[config.mk]
export PLATFORM = sky130hd
export DESIGN_NAME = lms_weight_update
export DESIGN_NICKNAME = d
export VERILOG_FILES = /design/src/rtl/lms_weight_update.sv
export SDC_FILE = /design/constraint.sdc
export NUM_CORES = 2
export LEC_CHECK = 0
export BUFFER_PORTS_ARGS = -buffer_cell sky130_fd_sc_hd__buf_4
export CAP_MARGIN = 10
export CORE_UTILIZATION = 55
export CTS_CLUSTER_DIAMETER = 150
export DETAILED_ROUTE_END_ITERATION = 10
export PLACE_DENSITY = 0.76
export SLEW_MARGIN = 20
export SYNTH_ARGS = -nofsm -noshare
export SYNTH_HDL_FRONTEND = slang
export SYNTH_SLANG_ARGS = --single-unit
[constraint.sdc]
create_clock -name clk -period 8.6 [get_ports clk]
set_clock_uncertainty 0.2 [all_clocks]
set_input_delay 0.86 -clock clk [delete_from_list [all_inputs] [get_ports clk]]
set_output_delay 0.86 -clock clk [all_outputs]
set_load 0.02 [all_outputs]
[src/rtl/lms_weight_update.sv]
// Complex LMS weight update w <= sat(w + 2^-MU_SHIFT * u * conj(e)), three pipeline stages.
// Optional feature macro: WEIGHT_LEAK_EN (leaky LMS, w - (w >>> LEAK_SHIFT) + d per applied update).
module lms_weight_update #(
  parameter int W          = 18,
  parameter int FRAC       = 16,
  parameter int MU_SHIFT   = 6,
  parameter int INIT_I     = 65536,
  parameter int INIT_Q     = 0,
  parameter int LEAK_SHIFT = 12
) (
  input  logic                clk,
  input  logic                rst_n,
  input  logic                in_valid,
  input  logic signed [W-1:0] uinI,
  input  logic signed [W-1:0] uinQ,
  input  logic signed [W-1:0] eI,
  input  logic signed [W-1:0] eQ,
  input  logic                freeze,
  input  logic                w_load,
  input  logic signed [W-1:0] w_initI,
  input  logic signed [W-1:0] w_initQ,
  output logic signed [W-1:0] wI,
  output logic signed [W-1:0] wQ,
  output logic                w_valid,
  output logic [15:0]         upd_cnt
);

  localparam int PW  = 2 * W;          // full product width
  localparam int SW  = PW + 1;         // sum of two products
  localparam int RND = FRAC + MU_SHIFT;

  localparam logic signed [W-1:0]  W_MAX    = {1'b0, {(W-1){1'b1}}};
  localparam logic signed [W-1:0]  W_MIN    = {1'b1, {(W-1){1'b0}}};
  localparam logic signed [SW:0]   ACC_MAX  = {{(SW+2-W){1'b0}}, {(W-1){1'b1}}};
  localparam logic signed [SW:0]   ACC_MIN  = {{(SW+2-W){1'b1}}, {(W-1){1'b0}}};
  localparam logic signed [SW:0]   ACC_ONE  = {{SW{1'b0}}, 1'b1};
  localparam logic signed [SW:0]   RND_HALF = ACC_ONE <<< (RND - 1);
  localparam logic signed [W-1:0]  INIT_I_W = W'(INIT_I);
  localparam logic signed [W-1:0]  INIT_Q_W = W'(INIT_Q);

  function automatic logic signed [PW-1:0] sext_pw(input logic signed [W-1:0] x);
    return {{(PW-W){x[W-1]}}, x};
  endfunction

  function automatic logic signed [SW:0] sext_acc(input logic signed [W-1:0] x);
    return {{(SW+1-W){x[W-1]}}, x};
  endfunction

  function automatic logic signed [W-1:0] sat_w(input logic signed [SW:0] x);
    if (x > ACC_MAX) return W_MAX;
    if (x < ACC_MIN) return W_MIN;
    return x[W-1:0];
  endfunction

  // ---------------- stage 1: sample u and conj(e) ----------------
  logic signed [W-1:0] s1_ui_reg, s1_uq_reg, s1_ei_reg, s1_ceq_reg;
  logic                s1_valid_reg;
  logic signed [W-1:0] ceq_next;

  // Negating the most negative code would wrap; clamp it to the positive limit.
  assign ceq_next = (eQ == W_MIN) ? W_MAX : -eQ;

  // ---------------- stage 2: complex product u * conj(e) ----------------
  logic signed [PW-1:0] m_ii, m_qc, m_qi, m_ic;
  logic signed [SW-1:0] p_i_next, p_q_next;
  logic signed [SW-1:0] s2_pi_reg, s2_pq_reg;
  logic                 s2_valid_reg;

  assign m_ii = sext_pw(s1_ui_reg) * sext_pw(s1_ei_reg);
  assign m_qc = sext_pw(s1_uq_reg) * sext_pw(s1_ceq_reg);
  assign m_qi = sext_pw(s1_uq_reg) * sext_pw(s1_ei_reg);
  assign m_ic = sext_pw(s1_ui_reg) * sext_pw(s1_ceq_reg);

  // ceq holds -eQ, so uQ*eQ enters the real part as a subtraction.
  assign p_i_next = {m_ii[PW-1], m_ii} - {m_qc[PW-1], m_qc};
  assign p_q_next = {m_qi[PW-1], m_qi} + {m_ic[PW-1], m_ic};

  // ---------------- stage 3: scale, round, accumulate, saturate ----------------
  logic signed [SW:0]  d_i, d_q;
  logic signed [SW:0]  acc_i, acc_q;
  logic signed [W-1:0] wi_reg, wq_reg;
  logic                w_valid_reg;
  logic [15:0]         upd_cnt_reg;

  assign d_i = ($signed({s2_pi_reg[SW-1], s2_pi_reg}) + RND_HALF) >>> RND;
  assign d_q = ($signed({s2_pq_reg[SW-1], s2_pq_reg}) + RND_HALF) >>> RND;

`ifdef WEIGHT_LEAK_EN
  logic signed [W-1:0] leak_i, leak_q;

  assign leak_i = wi_reg >>> LEAK_SHIFT;
  assign leak_q = wq_reg >>> LEAK_SHIFT;
  assign acc_i  = sext_acc(wi_reg) - sext_acc(leak_i) + d_i;
  assign acc_q  = sext_acc(wq_reg) - sext_acc(leak_q) + d_q;
`else
  assign acc_i = sext_acc(wi_reg) + d_i;
  assign acc_q = sext_acc(wq_reg) + d_q;

  generate
    if (LEAK_SHIFT < 0) begin : g_leak_unused
    end
  endgenerate
`endif

  // Datapath registers carry no reset; only the valids and weight state do.
  always_ff @(posedge clk) begin
    if (in_valid) begin
      s1_ui_reg  <= uinI;
      s1_uq_reg  <= uinQ;
      s1_ei_reg  <= eI;
      s1_ceq_reg <= ceq_next;
    end
    s2_pi_reg <= p_i_next;
    s2_pq_reg <= p_q_next;
  end

  // A load flushes everything in flight and outranks both update and freeze.
  always_ff @(posedge clk or negedge rst_n) begin
    if (!rst_n) begin
      s1_valid_reg <= 1'b0;
      s2_valid_reg <= 1'b0;
      wi_reg       <= INIT_I_W;
      wq_reg       <= INIT_Q_W;
      w_valid_reg  <= 1'b0;
      upd_cnt_reg  <= 16'd0;
    end else begin
      s1_valid_reg <= in_valid && !w_load;
      s2_valid_reg <= s1_valid_reg && !w_load;
      w_valid_reg  <= 1'b0;
      if (w_load) begin
        wi_reg <= w_initI;
        wq_reg <= w_initQ;
      end else if (s2_valid_reg && !freeze) begin
        wi_reg      <= sat_w(acc_i);
        wq_reg      <= sat_w(acc_q);
        w_valid_reg <= 1'b1;
        upd_cnt_reg <= upd_cnt_reg + 16'd1;
      end
    end
  end

  assign wI      = wi_reg;
  assign wQ      = wq_reg;
  assign w_valid = w_valid_reg;
  assign upd_cnt = upd_cnt_reg;

endmodule

-- After elaboration in Yosys (flattened, before gate mapping)
Cells that the tools add are included.
- word-level logic and storage cells: 65
- output and inout bits: 53
- flip-flop bits (word level): 201
- input port bits: 113
- multiplexer cells: 28
- magnitude comparators: 4
- bitwise gates (word level): 1
- reductions and logical operators: 7
- multipliers: 4
- add/subtract/negate cells: 8
- eq/ne operators: 1
- operators with widths (kind ; number):
    $mux 18 ; 12
    $mul 18x18->36 ; 4
    $add 37x23->38 const B ; 2
    $add 18x16->19 ; 2
    $gt 19x18->1 const B ; 2
    $lt 19x18->1 const B ; 2
    $add 36x36->37 ; 1
    $sub 36x36->37 ; 1
    $eq 18x18->1 const B ; 1
    $neg 18->18 ; 1
    $add 16x1->16 const B ; 1
    $mux 1 ; 16
    $logic_and 1x1->1 ; 3
    $logic_not 1->1 ; 2
    $reduce_and 2->1 ; 1
    $reduce_bool 2->1 ; 1
    $not 1->1 ; 1

-- Logic depth before layout (Yosys ltp)
- word-level depth: 13
- mapped depth: 29
- gate-level depth less buffers: 27

-- Least setup slack after synthesis
OpenSTA, ideal clock, no wires.
- kind: flip-flop to flip-flop
- start: register s1_uq_reg[17]
- end: register s2_pq_reg[35]
- cell stages (with the launch flop): 26
- data arrival time: 7347 ps
- path slack: 981 ps
- path through: edfxtp_1 -> clkbuf_1 -> clkbuf_1 -> nand2_1 -> inv_1 -> fa_1 -> fa_1 -> fa_1 -> inv_1 -> fa_1 -> inv_1 -> fa_1 -> fa_1 -> fa_1 -> inv_1 -> fa_1 -> inv_1 -> ha_1 -> a21oi_1 -> nand2b_1 -> or3_1 -> o32a_1 -> o21a_1 -> a211o_1 -> a21oi_1 -> xnor2_1
- cells in the longest elaborated chain, start to end: 2
- ends and longest elaborated chain (what ; line ; text):
    start: declaration ; 56 ; logic signed [W-1:0] s1_ui_reg, s1_uq_reg, s1_ei_reg, s1_ceq_reg;
    start signal: assignment ; 109 ; s1_uq_reg <= uinQ;
    $mul 18x18->36 ; 71 ; assign m_qi = sext_pw(s1_uq_reg) * sext_pw(s1_ei_reg);
    $add 36x36->37 ; 76 ; assign p_q_next = {m_qi[PW-1], m_qi} + {m_ic[PW-1], m_ic};
    net p_q_next[35] ; 65 ; logic signed [SW-1:0] p_i_next, p_q_next;
    end signal: assignment ; 114 ; s2_pq_reg <= p_q_next;
    end: declaration ; 66 ; logic signed [SW-1:0] s2_pi_reg, s2_pq_reg;
The timed path passes the listed nets, and every way through them passes these cells.
A chain may end at the register's enable or synchronous reset.

-- Worst setup path in the final report
- start: register s1_uq_reg[17]
- end: register s2_pi_reg[36]
- cells in the longest elaborated chain, start to end: 2
- ends and longest elaborated chain (what ; line ; text):
    $mul 18x18->36 ; 70 ; assign m_qc = sext_pw(s1_uq_reg) * sext_pw(s1_ceq_reg);
    $sub 36x36->37 ; 75 ; assign p_i_next = {m_ii[PW-1], m_ii} - {m_qc[PW-1], m_qc};
    net p_i_next[36] ; 65 ;
    end signal: assignment ; 113 ; s2_pi_reg <= p_i_next;
    end: declaration ; 66 ;
The timed path passes the listed nets, and every way through them passes these cells.

==> run_results.csv <==
group,metric,value,unit
outcome,status,"finished clean",
drt,drt_iter0_markers,2796,
logic_synthesis,yosys_warnings,0,
setup_path,r2r-end,"s2_pi_reg[36]",
cts,h-tree-depth,4,
drt,drt_first_pass_iters,6,
setup_path,timing.rr.start,"s1_uq_reg[17]",
logic_synthesis,synthArstFlopShare,34.6,%
final_layout,nets,7828,
cts,clock_latency,0.54,ns
final_layout,diodes,0,
cts,clock-sinks,159,
cts,clk_path_buf_depth,2,
sta,fmax,0.121,GHz
die,die_h,321,um
setup_path,cp_max_fo,15,
die,die_area,103000,sq um
sta,timing.final.crit_share,96.0,%
final_layout,final_design_area_no_fill,59900,sq um
place,gp_routability_congestion,0.929,
sta,whs,0.163,ns
die,rows,116,
setup_path,r2r_slack,0.34,ns
logic_synthesis,netlist_area,56000,sq um
final_layout,drive_above_1_share,6.49,%
die,start_util,55.8,%
place,pre_cts_slack,0.413,ns
sta,rsz0062_at_grt,"no",
drt,drtAntennaViolNets,0,
sta,setup-violations-final,0,
job,cap_violations,0,
logic_synthesis,synth_flop_cell,"edfxtp_1",
global_route,grt_pass1_vias,43310,
place,dpl-instance-area,59200,sq um
sta,slew_viol_final,0,
setup_path,r2r_cells,26,
logic_synthesis,netlist-cell-type-count,84,
setup_path,required,8.87,ns
sta,fin_setup_tns,0,ns
cts,clk_pin_slew,0.09,ns
logic_synthesis,synth_edf_count,72,
drt,vias_per_cell,5.35,
die,die_width,321,um
logic_synthesis,ys_seq_area_share,7.46,%
cts,cts_resized,0,
setup_path,critical_path_class,"register to register",
global_route,gr-total-overflow,0,
final_layout,final_cell_mix,"1,500 x inv_1, 1,470 x fa_1, 766 x nand2_1",
sta,finalHoldViolCount,0,
global_route,grt_max_degree,75,
cts,cts_buffers,17,
cts,cts-root-buf,"clkbuf_16",
die,fp.coreArea,100000,sq um
setup_path,start_kind,"register",
logic_synthesis,synthCells,5843,
final_layout,layout_commonest_cell,"inv_1",
place,hpwl,121000,um
drt,wl,144000,um
setup_path,worstPathArrival,8.52,ns
sta,relSlewSlack,19.7,%
logic_synthesis,ys_ff_latch,159,
global_route,grt_usage,29.5,%
drt,vias,38826,
drt,drc_errors,0,
worst_hold_path,min_path_type,"input pin to async pin",
sta,worst_slack,0.342,ns
cts,cts_tree,"built",
drt,wl_per_cell,19.8,um
place,portBuffers,165,
logic_synthesis,syn-num-nets,7782,
sta,finalCriticalPeriod,8.26,ns
setup_path,cp-end-kind,"register",
sta,tightest_slew,1.20,ns
logic_synthesis,avgSynthCellArea,9.59,sq um
global_route,grt_pass1_wl,233000,um
final_layout,syn_to_final_growth,7.00,%
die,io_pins,166,
global_route,antenna_found_initial,6,
layout make-up:
class	count	area [sq um]
multi-input combinational	3885	45100
clock buffer	17	425
sequential	159	4180
fill	8299	40500
timing repair buffer	324	2730
clock inverter	15	201
tap	1357	1700
inverter	1502	5640
worst max-delay path by stage:
| stage | from | endpoint | slack, ns | depth (start not counted) |
|---|---|---|---|---|
| after floorplan | s1_uq_reg[17] | s2_pq_reg[35] | 0.98 | 25 |
| after CTS | s1_ei_reg[2] | s2_pi_reg[36] | 0.39 | 25 |
| final | s1_uq_reg[17] | s2_pi_reg[36] | 0.34 | 26 |
| after global placement | s1_ceq_reg[3] | s2_pq_reg[35] | 0.55 | 24 |
| after detailed placement | s1_ei_reg[2] | s2_pi_reg[36] | 0.41 | 25 |
| after global routing | s1_ceq_reg[10] | s2_pq_reg[31] | 0.01 | 22 |
through the flow:
stage               cells  util (%)
floorplan            5843         -
global placement     7217      58.9
detailed placement   7217      58.9
CTS                  7249      59.5
global route         7259      59.7
finish               7259      59.7
cell families (layout without fill, tap and decap cells):
group,count (synthesis),count (layout),share of synthesized area [%]
AOI/OAI and AO/OA,274,274,3.27
muxes,3,3,0.0558
adders and majority gates,1826,1826,60.5
and+or+nand+nor,1630,1630,14.2
buffers and inverters,1799,1858,12.1
xor gates and xnor gates,152,152,2.38
DFF,159,159,7.46
routing by layer:
metal | global-route usage [%] | wire length [um]
met4 | 12.6 | 6270
met3 | 6.02 | 12600
met2 | 48.8 | 68900
met5 | 0 | 0
met1 | 37.9 | 55800
critical path: stages, from the launching register on:
cell	delay, ns
edfxtp_1	0.59
buf_4	0.29
nand2_1	0.43
inv_1	0.19
fa_1	0.52
inv_1	0.05
fa_1	0.47
inv_1	0.07
fa_1	0.54
inv_1	0.05
fa_1	0.48
fa_1	0.61
fa_1	0.45
fa_1	0.49
inv_1	0.05
fa_1	0.47
inv_1	0.04
ha_1	0.29
nand2_1	0.09
nand4_1	0.12
a21oi_1	0.45
nor2b_1	0.16
a2111oi_2	0.38
buf_4	0.21
o21ai_0	0.13
a31oi_1	0.23
xnor2_1	0.14
synthesized netlist by cell type (4+ instances only):
master,number,share of area [%]
and4_1,5,0.078
a211oi_1,8,0.11
o31ai_1,18,0.24
xnor2_1,112,1.8
o21a_1,11,0.15
dfrtp_1,54,2.4
a221oi_1,6,0.094
a31oi_1,6,0.067
a21oi_1,87,0.78
nand4_1,14,0.16
inv_1,1500,10
or3_1,8,0.089
edfxtp_1,72,3.9
nor2b_1,18,0.20
xor2_1,40,0.63
nand3_1,35,0.31
o21ai_0,39,0.35
o211ai_1,17,0.23
buf_1,4,0.027
nor4_1,4,0.045
dfxtp_1,32,1.1
a211o_1,6,0.094
nor2_1,120,0.80
nor3_1,23,0.21
nand2b_1,42,0.47
clkbuf_1,287,1.9
a21o_1,18,0.24
a2111oi_0,11,0.17
nand2_1,766,5.1
ha_1,356,8.0
fa_1,1470,53
and3_1,16,0.18
o21bai_1,6,0.080
or2_2,4,0.045
and2_1,557,6.2
what timing repair did:
| action | 4_1_cts | 5_1_grt |
|---|---|---|
| buffers inserted | 0 | 8 |
| hold buffers | 0 | 0 |
| setup endpoints to repair | 0 | 2 |
Power is left out: the tool's default activity adds up to more than one toggle a clock period on the data nets, which glitch-free logic cannot reach.
